===== config.mk =====
export PLATFORM = sky130hd
export DESIGN_NAME = alu_muldiv_seq
export DESIGN_NICKNAME = d
export VERILOG_FILES = /design/src/rtl/alu_muldiv_pkg.sv /design/src/rtl/muldiv_iter_core.sv /design/src/rtl/alu_muldiv_seq.sv
export SDC_FILE = /design/constraint.sdc
export NUM_CORES = 1
export LEC_CHECK = 0
export CELL_PAD_IN_SITES_DETAIL_PLACEMENT = 2
export CELL_PAD_IN_SITES_GLOBAL_PLACEMENT = 2
export CORE_UTILIZATION = 31
export CTS_BUF_LIST = sky130_fd_sc_hd__clkbuf_2 sky130_fd_sc_hd__clkbuf_4 sky130_fd_sc_hd__clkbuf_8
export CTS_CLUSTER_DIAMETER = 150
export DETAILED_ROUTE_END_ITERATION = 10
export GPL_TIMING_DRIVEN = 0
export PLACE_DENSITY = 0.89
export SYNTH_ARGS = -nofsm -noshare
export SYNTH_HDL_FRONTEND = slang
export SYNTH_SLANG_ARGS = --single-unit

===== constraint.sdc =====
create_clock -name clk -period 4.2 [get_ports clk]
set_input_delay 0.84 -clock clk [delete_from_list [all_inputs] [get_ports clk]]
set_output_delay 0.84 -clock clk [all_outputs]
set_load 0.02 [all_outputs]

===== src/rtl/alu_muldiv_pkg.sv =====
// rtl/alu_muldiv_pkg.sv - Shared constants, state encoding and flag packing for the mult/div unit
package alu_muldiv_pkg;

  localparam logic [5:0] MFHI  = 6'h10;
  localparam logic [5:0] MTHI  = 6'h11;
  localparam logic [5:0] MFLO  = 6'h12;
  localparam logic [5:0] MTLO  = 6'h13;
  localparam logic [5:0] MULT  = 6'h18;
  localparam logic [5:0] MULTU = 6'h19;
  localparam logic [5:0] DIV   = 6'h1A;
  localparam logic [5:0] DIVU  = 6'h1B;

  localparam int FLAG_DZ    = 2;
  localparam int FLAG_HISIG = 1;
  localparam int FLAG_ZERO  = 0;

  typedef enum logic [1:0] {
    IDLE = 2'd0,
    CALC = 2'd1,
    FIX  = 2'd2,
    DONE = 2'd3
  } state_e;

  function automatic logic [2:0] pack_flags(input logic dz, input logic hisig, input logic zero);
    logic [2:0] f;
    f             = '0;
    f[FLAG_DZ]    = dz;
    f[FLAG_HISIG] = hisig;
    f[FLAG_ZERO]  = zero;
    return f;
  endfunction

endpackage


===== src/rtl/muldiv_iter_core.sv =====
// rtl/muldiv_iter_core.sv - One-bit-per-cycle unsigned shift-add multiplier / restoring divider
module muldiv_iter_core
  import alu_muldiv_pkg::*;
#(
  parameter int WIDTH = 32,
  parameter int CNT_W = $clog2(WIDTH) + 1
) (
  input  logic             clk,
  input  logic             rst_n,
  input  logic             start,
  input  logic             mode_div,
  input  logic [WIDTH-1:0] op_a,
  input  logic [WIDTH-1:0] op_b,
  output logic             done,
  output logic [WIDTH-1:0] res_hi,
  output logic [WIDTH-1:0] res_lo
);

  logic [WIDTH-1:0] hi_q, lo_q, b_q;
  logic [CNT_W-1:0] cnt_q;
  logic             div_q;

  logic [WIDTH:0]   alu_a, alu_b;
  logic [WIDTH+1:0] alu_y;
  logic             borrow;
  logic [WIDTH-1:0] hi_d, lo_d;

  // hi:lo is one shift register; lo starts as multiplier or dividend and fills with product/quotient bits
  always_comb begin
    alu_a  = '0;
    alu_b  = '0;
    alu_y  = '0;
    borrow = 1'b0;
    hi_d   = hi_q;
    lo_d   = lo_q;
    if (div_q) begin
      alu_a  = {hi_q, lo_q[WIDTH-1]};
      alu_b  = {1'b0, b_q};
      alu_y  = {1'b0, alu_a} - {1'b0, alu_b};
      borrow = alu_y[WIDTH+1];
      hi_d   = borrow ? alu_a[WIDTH-1:0] : alu_y[WIDTH-1:0];
      lo_d   = {lo_q[WIDTH-2:0], ~borrow};
    end else begin
      alu_a  = {1'b0, hi_q};
      alu_b  = lo_q[0] ? {1'b0, b_q} : '0;
      alu_y  = {1'b0, alu_a} + {1'b0, alu_b};
      hi_d   = alu_y[WIDTH:1];
      lo_d   = {alu_y[0], lo_q[WIDTH-1:1]};
    end
  end

  always_ff @(posedge clk or negedge rst_n) begin
    if (!rst_n) begin
      hi_q  <= '0;
      lo_q  <= '0;
      b_q   <= '0;
      div_q <= 1'b0;
      cnt_q <= '0;
    end else if (start) begin
      hi_q  <= '0;
      lo_q  <= op_a;
      b_q   <= op_b;
      div_q <= mode_div;
      cnt_q <= CNT_W'(WIDTH);
    end else if (cnt_q != '0) begin
      hi_q  <= hi_d;
      lo_q  <= lo_d;
      cnt_q <= cnt_q - 1'b1;
    end
  end

  assign done   = (cnt_q == CNT_W'(1));
  assign res_hi = hi_q;
  assign res_lo = lo_q;

endmodule


===== src/rtl/alu_muldiv_seq.sv =====
// rtl/alu_muldiv_seq.sv - Iterative MIPS mult/div unit owning architectural HI/LO with valid/ready handshakes
module alu_muldiv_seq
  import alu_muldiv_pkg::*;
#(
  parameter  int WIDTH = 32,
  localparam int CNT_W = $clog2(WIDTH) + 1
) (
  input  logic             clk,
  input  logic             rst_n,
  input  logic             in_valid,
  output logic             in_ready,
  input  logic [31:0]      instruction,
  input  logic [WIDTH-1:0] reg_a,
  input  logic [WIDTH-1:0] reg_b,
  output logic             out_valid,
  input  logic             out_ready,
  output logic [WIDTH-1:0] result,
  output logic [WIDTH-1:0] hi,
  output logic [WIDTH-1:0] lo,
  output logic [2:0]       flags,
  output logic             illegal
);

  state_e           state_q;
  logic [WIDTH-1:0] hi_q, lo_q, result_q;
  logic [2:0]       flags_q;
  logic             illegal_q, signed_q, div_q, neg_q, rem_neg_q;

  logic [5:0]         funct;
  logic               op_zero, is_md, is_mv, is_signed_in, is_div_in;
  logic               a_neg, b_neg, accept, core_start, core_done;
  logic [WIDTH-1:0]   a_mag, b_mag, core_hi, core_lo;
  logic [2*WIDTH-1:0] prod_m, prod_s;
  logic [WIDTH-1:0]   fix_hi, fix_lo;
  logic               fix_hisig;
  logic               unused_instr;

  assign funct        = instruction[5:0];
  assign op_zero      = (instruction[31:26] == 6'd0);
  assign unused_instr = ^instruction[25:6];
  assign is_md        = op_zero && (funct inside {MULT, MULTU, DIV, DIVU});
  assign is_mv        = op_zero && (funct inside {MFHI, MTHI, MFLO, MTLO});
  assign is_signed_in = (funct == MULT) || (funct == DIV);
  assign is_div_in    = (funct == DIV) || (funct == DIVU);
  assign a_neg        = is_signed_in && reg_a[WIDTH-1];
  assign b_neg        = is_signed_in && reg_b[WIDTH-1];
  assign a_mag        = a_neg ? -reg_a : reg_a;
  assign b_mag        = b_neg ? -reg_b : reg_b;

  assign in_ready   = rst_n && (state_q == IDLE);
  assign accept     = in_valid && in_ready;
  assign core_start = accept && is_md && !(is_div_in && (reg_b == '0));

  muldiv_iter_core #(
    .WIDTH(WIDTH),
    .CNT_W(CNT_W)
  ) u_core (
    .clk     (clk),
    .rst_n   (rst_n),
    .start   (core_start),
    .mode_div(is_div_in),
    .op_a    (a_mag),
    .op_b    (b_mag),
    .done    (core_done),
    .res_hi  (core_hi),
    .res_lo  (core_lo)
  );

  // Sign correction: product/quotient negate on differing signs, remainder follows the dividend
  assign prod_m    = {core_hi, core_lo};
  assign prod_s    = neg_q ? -prod_m : prod_m;
  assign fix_hi    = div_q ? (rem_neg_q ? -core_hi : core_hi) : prod_s[2*WIDTH-1:WIDTH];
  assign fix_lo    = div_q ? (neg_q ? -core_lo : core_lo) : prod_s[WIDTH-1:0];
  assign fix_hisig = !div_q && (signed_q ? (fix_hi != {WIDTH{fix_lo[WIDTH-1]}})
                                         : (fix_hi != '0));

  always_ff @(posedge clk or negedge rst_n) begin
    if (!rst_n) begin
      state_q   <= IDLE;
      hi_q      <= '0;
      lo_q      <= '0;
      result_q  <= '0;
      flags_q   <= '0;
      illegal_q <= 1'b0;
      signed_q  <= 1'b0;
      div_q     <= 1'b0;
      neg_q     <= 1'b0;
      rem_neg_q <= 1'b0;
    end else begin
      case (state_q)
        IDLE: begin
          if (accept) begin
            illegal_q <= 1'b0;
            signed_q  <= is_signed_in;
            div_q     <= is_div_in;
            neg_q     <= a_neg ^ b_neg;
            rem_neg_q <= a_neg;
            if (core_start) begin
              state_q <= CALC;
            end else begin
              state_q <= DONE;
              if (!is_md && !is_mv) begin
                illegal_q <= 1'b1;
                result_q  <= '0;
                flags_q   <= pack_flags(1'b0, 1'b0, 1'b1);
              end else if (is_md) begin
                result_q <= lo_q;
                flags_q  <= pack_flags(1'b1, 1'b0, {hi_q, lo_q} == '0);
              end else begin
                case (funct)
                  MFHI: begin
                    result_q <= hi_q;
                    flags_q  <= pack_flags(1'b0, 1'b0, hi_q == '0);
                  end
                  MFLO: begin
                    result_q <= lo_q;
                    flags_q  <= pack_flags(1'b0, 1'b0, lo_q == '0);
                  end
                  MTHI: begin
                    hi_q     <= reg_a;
                    result_q <= '0;
                    flags_q  <= pack_flags(1'b0, 1'b0, 1'b1);
                  end
                  default: begin
                    lo_q     <= reg_a;
                    result_q <= '0;
                    flags_q  <= pack_flags(1'b0, 1'b0, 1'b1);
                  end
                endcase
              end
            end
          end
        end
        CALC: begin
          if (core_done) state_q <= FIX;
        end
        FIX: begin
          hi_q     <= fix_hi;
          lo_q     <= fix_lo;
          result_q <= fix_lo;
          flags_q  <= pack_flags(1'b0, fix_hisig, {fix_hi, fix_lo} == '0);
          state_q  <= DONE;
        end
        default: begin
          if (out_ready) state_q <= IDLE;
        end
      endcase
    end
  end

  assign out_valid = (state_q == DONE);
  assign result    = result_q;
  assign flags     = flags_q;
  assign illegal   = illegal_q;
  assign hi        = hi_q;
  assign lo        = lo_q;

endmodule


## Yosys cells after proc, flatten, opt, wreduce, memory -nomap -nowiden

Cells that the tools add are included.

- Register bits: 209
- Memories kept: 0
- Memory bits (writable): 0
- Bits in latches: 0
- ROM bits: 0

- Equal/unequal tests: 20
- Mux-type cells: 49
- Order comparisons: 0
- Add/sub/neg operators: 8
- Bitwise gates (word level): 2
- Reductions and logical operators: 37
- Div/mod/pow operators: 0
- $mul: 0
- Shift operators: 0

Operator list:

| kind | number |
|---|---|
| 32-bit two-way mux | 28 |
| 32-bit one-hot mux with 2 select lines | 4 |
| 64-bit zero test | 2 |
| 32-bit negator | 4 |
| 32-bit zero test | 3 |
| 64-bit two-way mux | 1 |
| 64-bit negator | 1 |
| 6-bit by 5-bit == test with 1-bit output (second input constant) | 8 |
| 33-bit by 32-bit subtractor with 34-bit output | 1 |
| 32-bit by 33-bit adder with 33-bit output | 1 |
| 32-bit inequality test | 1 |
| 32-bit nonzero test | 1 |
| 2-bit inequality test (second input constant) | 7 |
| 3-bit two-way mux | 4 |
| 6-bit two-way mux | 2 |
| 6-bit AND reduction | 2 |
| 4-bit nonzero test | 3 |
| 1-bit logical AND | 11 |
| 2-bit two-way mux | 4 |
| 6-bit by 1-bit == test with 1-bit output (second input constant) | 1 |
| 6-bit zero test | 1 |
| 2-bit one-hot mux with 3 select lines | 1 |
| 3-bit one-hot mux with 2 select lines | 1 |
| 3-bit AND reduction | 2 |
| 14 further kinds | 22 |

## Longest topological paths before layout

Gate-level depths: netlist of the first run.

- Depth in word-level cells: 9
- Gate-level depth with buffers: 14
- Mapped depth without buffers: 14

## Cells and area by module

A second synthesis of the first run with hierarchy kept.

- Cell total of the unflattened synthesis: 2260
- Area total of the unflattened synthesis: 17817.1 um^2

Modules (own cells, without submodules):

| module | times used | area an instance (um^2) | cells an instance | seq. area each (um^2) |
|---|---|---|---|---|
| alu_muldiv_seq | 1 | 9336.5 | 1225 | 2652.5 |
| muldiv_iter_core | 1 | 8480.6 | 1035 | 2577.5 |

## Worst setup path before layout of the first run

Ideal clock, no wire load.

- Path type: register to register
- Start point: reg u_core.lo_q[0], in the netlist u_core.res_lo[0]
- End point: reg flags_q[1], in the netlist flags[1]
- Stages on the path, launching flop included: 14
- Required time: 4.058 ns
- Setup slack: 0.070 ns
- Setup time: 0.142 ns
- Period minus slack after synthesis: 4.130 ns
- Buffers on the path: 1
- Arrival: 3.988 ns
- Cells stage by stage: dfrtp_1 -> inv_1 -> clkbuf_1 -> ha_1 -> or4b_2 -> or4_1 -> nor4_4 -> nor2_1 -> o31a_1 -> xor2_1 -> or4_4 -> a2bb2oi_1 -> nor4b_2 -> o32ai_1

- Word-level cells in the longest chain between the ends: 7

RTL lines:

| element | line | RTL |
|---|---|---|
| start: declaration | muldiv_iter_core.sv:19 | `logic [WIDTH-1:0] hi_q, lo_q, b_q;` |
| start signal: assignment | muldiv_iter_core.sv:61 | `lo_q <= op_a;` |
| start signal: assignment | muldiv_iter_core.sv:67 | `lo_q <= lo_d;` |
| 64-bit negator or 32-bit negator (tied branches) | alu_muldiv_seq.sv:71, alu_muldiv_seq.sv:73 |  |
| 64-bit two-way mux or 32-bit two-way mux (tied branches) | alu_muldiv_seq.sv:71, alu_muldiv_seq.sv:73 |  |
| 32-bit two-way mux (on tied branches) | alu_muldiv_seq.sv:72, alu_muldiv_seq.sv:73 |  |
| 32-bit inequality test or 32-bit nonzero test (tied branches) | alu_muldiv_seq.sv:74, alu_muldiv_seq.sv:75 |  |
| 1-bit two-way mux (*) | alu_muldiv_seq.sv:74 | `assign fix_hisig = !div_q && (signed_q ? (fix_hi != {WIDTH{fix_lo[WIDTH-1]}})` |
| 1-bit logical AND (*) | alu_muldiv_seq.sv:74 |  |
| 3-bit one-hot mux with 2 select lines (*) | alu_muldiv_seq.sv:90 | `case (state_q)` |
| end signal: assignment | alu_muldiv_seq.sv:105 | `flags_q <= pack_flags(1'b0, 1'b0, 1'b1);` |
| end signal: assignment | alu_muldiv_seq.sv:108 | `flags_q <= pack_flags(1'b1, 1'b0, {hi_q, lo_q} == '0);` |
| end signal: assignment | alu_muldiv_seq.sv:113 | `flags_q <= pack_flags(1'b0, 1'b0, hi_q == '0);` |
| end: declaration | alu_muldiv_seq.sv:26 | `logic [2:0] flags_q;` |

Mark *: on every way between the ends. The rest lies on a longest branch, timed or not.
A chain may end at the register's enable or synchronous reset.

## Worst setup path in the final report of the first run

- Start point: reg u_core.hi_q[1], in the netlist u_core.res_hi[1]
- End point: reg flags_q[0], in the netlist flags[0]

- Word-level cells in the longest chain between the ends: 5

RTL lines:

| element | line | RTL |
|---|---|---|
| start: declaration | muldiv_iter_core.sv:19 |  |
| start signal: assignment | muldiv_iter_core.sv:66 | `hi_q <= hi_d;` |
| 64-bit negator or 32-bit negator (tied branches) | alu_muldiv_seq.sv:71, alu_muldiv_seq.sv:72 |  |
| 64-bit two-way mux or 32-bit two-way mux (tied branches) | alu_muldiv_seq.sv:71, alu_muldiv_seq.sv:72 |  |
| 32-bit two-way mux (*) | alu_muldiv_seq.sv:72 | `assign fix_hi = div_q ? (rem_neg_q ? -core_hi : core_hi) : prod_s[2*WIDTH-1:WIDTH];` |
| 64-bit zero test (*) | alu_muldiv_seq.sv:141 | `flags_q <= pack_flags(1'b0, fix_hisig, {fix_hi, fix_lo} == '0);` |
| 3-bit one-hot mux with 2 select lines (*) | alu_muldiv_seq.sv:90 |  |
| end signal: assignment | alu_muldiv_seq.sv:105 |  |
| end signal: assignment | alu_muldiv_seq.sv:108 |  |
| end signal: assignment | alu_muldiv_seq.sv:141 |  |

Marks and branches as above.

==> impl_metrics.sql, run 1 <==
INSERT INTO impl_metrics (metric_group, metric, value, unit) VALUES
('outcome', 'outcome', 'finished with violations', ''),
('outcome', 'violations', 'negative setup slack', ''),
('worst_setup_path', 'timing.critical_path.to', 'flags[0]', ''),
('die', 'fp-row-count', '86', ''),
('logic_synthesis', 'synthFlopType', 'dfrtp_1', ''),
('logic_synthesis', 'synth_largest_area_cell', 'dfrtp_1', ''),
('worst_setup_path', 'timing.setup.critical_path_class', 'reg2reg', ''),
('global_route', 'grt_max_degree', '113', ''),
('logic_synthesis', 'synth-edff-count', '0', ''),
('worst_setup_path', 'r2r_end', 'flags[0]', ''),
('sta', 'fin_crit', '4.314', 'ns'),
('drt', 'post-route-drc-count', '0', ''),
('logic_synthesis', 'synth-async-reset-ratio', '100.0', '%'),
('logic_synthesis', 'synth_compound_area_share', '25.71', '%'),
('worst_setup_path', 'crit_path_end_kind', 'flop', ''),
('drt', 'top_layer', 'met5', ''),
('worst_setup_path', 'crit_start', 'u_core.res_hi[1]', ''),
('global_route', 'grt_first_pass_wirelength', '137.4', 'mm'),
('sta', 'timing.slew.headroom', '8.819', '%'),
('logic_synthesis', 'synth-adder-area-share', '5.493', '%'),
('worst_setup_path', 'worst-endpoint-required', '4.77', 'ns'),
('drt', 'number_of_drc_markers_in_iteration_0', '1410', ''),
('power_and_ir_drop', 'max-vdd-ir-drop', '0.0002454', 'V'),
('logic_synthesis', 'synthDominantCellAreaShare', '29.74', '%'),
('clock_network', 'cts_tree', 'done', ''),
('flow_run', 'maxCapViolCount', '0', ''),
('cells_and_area', 'final.fill_count', '6367', ''),
('logic_synthesis', 'synthXorXnorAreaFrac', '8.467', '%'),
('global_route', 'globalRoute.totalOverflow', '0', ''),
('logic_synthesis', 'post_synth_mux_area_share', '4.291', '%'),
('logic_synthesis', 'synth_simple_gate_area_share', '21.35', '%'),
('logic_synthesis', 'synth.yosys.seq_area_share', '29.74', '%'),
('logic_synthesis', 'synth_cell_types', '77', ''),
('logic_synthesis', 'ys.warnings.count', '0', ''),
('drt', 'met3RoutedLength', '5.576', 'mm'),
('die', 'die-area', '57680', 'um^2'),
('sta', 'grt_setup_unrepaired', 'yes', ''),
('worst_setup_path', 'critical_path_arrival', '4.89', 'ns'),
('clock_network', 'clkSlewWorstSetupHoldPaths', '0.07', 'ns'),
('sta', 'maxClockFrequency', '0.2318', 'GHz'),
('logic_synthesis', 'synth_top_family_by_area', 'compound AO/OA/AOI/OAI gates', ''),
('cells_and_area', 'final_util', '39.78', '%'),
('drt', 'antenna_violating_nets_remaining', '0', ''),
('drt', 'detailroute.via_count', '20240', ''),
('sta', 'layout_worst_path_cycle_share', '102.7', '%'),
('logic_synthesis', 'total_of_flip_flops_plus_latches_after_synthesis', '209', ''),
('worst_setup_path', 'reg2reg_setup_slack', '-0.11', 'ns'),
('drt', 'finalWirelength', '93.58', 'mm'),
('drt', 'via_density_per_instance', '6.168', ''),
('min_path', 'worstHoldPathType', 'in2async', ''),
('logic_synthesis', 'netlist_area', '17580', 'um^2'),
('drt', 'wl_met2', '45.06', 'mm'),
('global_route', 'grt_use_total', '31.80', '%'),
('power_and_ir_drop', 'cellPowerDensity', '224.3', 'nW/um^2'),
('placed_design', 'globalplace.congestion', '0.9725', ''),
('drt', 'drt-wirelength-per-cell', '28.51', 'um'),
('die', 'initial_core_util', '31.67', '%'),
('sta', 'setup_viol_count_final', '2', ''),
('clock_network', 'cts.root.buffer_cell', 'clkbuf_8', ''),
('placed_design', 'post-place-cells', '3173', ''),
('placed_design', 'port_buffers', '178', ''),
('worst_setup_path', 'startpoint_type', 'flop', ''),
('worst_setup_path', 'regToRegStartpoint', 'u_core.res_hi[1]', ''),
('power_and_ir_drop', 'power.static_leakage', '8.744', 'nW'),
('sta', 'timing.final.ws_setup', '-0.1144', 'ns'),
('clock_network', 'number_of_h_tree_levels', '2', ''),
('drt', 'drt_pass1_iterations', '6', ''),
('sta', 'report.final.slew_viol_count', '0', ''),
('global_route', 'via_count_of_the_first_global_routing_pass', '21760', ''),
('worst_setup_path', 'worst_r2r_path_depth', '13', ''),
('die', 'die_h', '240.2', 'um');
cells by family (layout without fill, tap and decap cells):
| family | Yosys count | in the layout |
|---|---|---|
| simple gates | 779 | 779 |
| compound gates | 716 | 716 |
| buf+inv | 222 | 509 |
| flops | 209 | 209 |
| xor+xnor | 170 | 170 |
| fa+ha+maj | 76 | 76 |
| mux | 73 | 73 |
| other cells | 0 | 2 |
per-stage QoR:
stage          area [um^2]  setup TNS, ns  hold WS [ns]  setup WS (ns)
2_1_floorplan        17580              0        0.4498        0.07009
3_3_place_gp         20300       -3134.17        0.4685         -8.566
3_5_place_dp         20360        -222.24        0.4723         -2.139
4_1_cts              21890       -0.03941        0.2578       -0.03941
5_1_grt              22090         -1.152        0.2963        -0.1383
6_report             22090        -0.1584        0.2259        -0.1144
worst min path at each step:
stage          cells past startpoint  slack (ns)           start           endpoint
4_1_cts                            2        0.26           rst_n  u_core.res_lo[18]
5_1_grt                            2        0.30           rst_n  u_core.res_lo[18]
2_1_floorplan                      2        0.45  u_core.b_q[10]     u_core.b_q[10]
3_5_place_dp                       2        0.47  u_core.b_q[10]     u_core.b_q[10]
3_3_place_gp                       2        0.47  u_core.b_q[10]     u_core.b_q[10]
6_report                           2        0.23           rst_n  u_core.res_lo[15]
layout by cell type (no fill, tap or decap), drive strengths merged, types with 6 or more instances in the layout:
cell type      synthesis  final
a21o                  39     39
nor2b                 23     23
a22o                  19     19
nand4                 29     29
or4                   25     25
nor2                 215    215
and4                   7      7
nor3                  51     51
nand2                267    267
o221ai                 8      8
and2                  10     10
dfrtp                209    209
xnor2                105    105
a22oi                 17     17
o211ai                53     53
nand2b                25     25
clkdlybuf4s50          0    177
nand3b                 6      6
a21boi                14     14
mux2                  19     19
clkbuf               132    192
o21a                  19     19
nor4                  54     54
o41ai                 14     14
inv                   70     71
mux2i                 54     54
o31ai                 23     23
o22ai                 16     16
a21oi                155    155
a31oi                 34     34
and3                   9      9
o21ai                220    220
buf                   20     61
a31o                   6      6
o21bai                 8      8
a211oi                25     25
ha                    74     74
xor2                  65     65
or3                   16     16
nand3                 23     23
power by group:
group          internal [mW]  total (mW)  switching [mW]  leakage (nW)
clock                   1.40        2.48            1.08         0.508
sequential              2.02        2.02         0.00115          2.80
combinational          0.151       0.449           0.298          5.44
flip-flops by register name, indices dropped and copies added, names as in the netlist:
register / cells
hi: 32
lo: 32
result: 32
u_core.b_q: 32
u_core.res_hi: 32
u_core.res_lo: 32
u_core.cnt_q: 6
flags: 3
state_q: 2
div_q: 1
illegal: 1
neg_q: 1
rem_neg_q: 1
signed_q: 1
u_core.div_q: 1
area by class of cell:
type | instances | area (um^2) | share of cell area (%)
multi-input combinational | 1814 | 11910 | 53.92
sequential | 209 | 5239 | 23.72
timing repair buffer | 218 | 2127 | 9.630
tap | 748 | 935.9 | 4.237
clock buffer | 69 | 843.3 | 3.818
buffer | 143 | 648.1 | 2.934
inverter | 70 | 267.8 | 1.212
clock inverter | 9 | 112.6 | 0.5098
antenna | 2 | 5.005 | 0.02266
layer usage:
| layer | up-vias | track usage (%) |
|---|---|---|
| li1 | 8680 | - |
| met1 | 10320 | 36.77 |
| met2 | 900 | 54.60 |
| met3 | 341 | 4.707 |
| met4 | 2 | 20.77 |
| met5 | - | 0 |
timing repair:
item | CTS | global route
gates cloned | 0 | 0
buffers inserted | 30 | 8
hold buffers | 0 | 0
gates resized for setup | 91 | 41
endpoints found under the hold margin | 0 | 0
endpoints found under the setup margin | 157 | 99
pin swaps | 25 | 14
worst max-delay path, stage by stage (launching register included):
cell and delay, ns:
dfrtp_2 0.42, inv_2 0.09, ha_4 0.16, or4b_4 0.48, or4_4 0.46, a221o_1 0.36, o221ai_4 0.18, nand4_1 0.22
or4_1 0.55, or4_4 0.53, nor4_4 0.15, buf_4 0.19, nand4_1 0.19, a31oi_1 0.24
Power figures use the tool's default switching activity.
==> inputs of run 2 (changes only) <==
Settings changed: ABC_CLOCK_PERIOD_IN_PS set to 4200.
==> results of run 2 <==
Same layout as run 1: the final DEF is identical, and so are final timing and power.
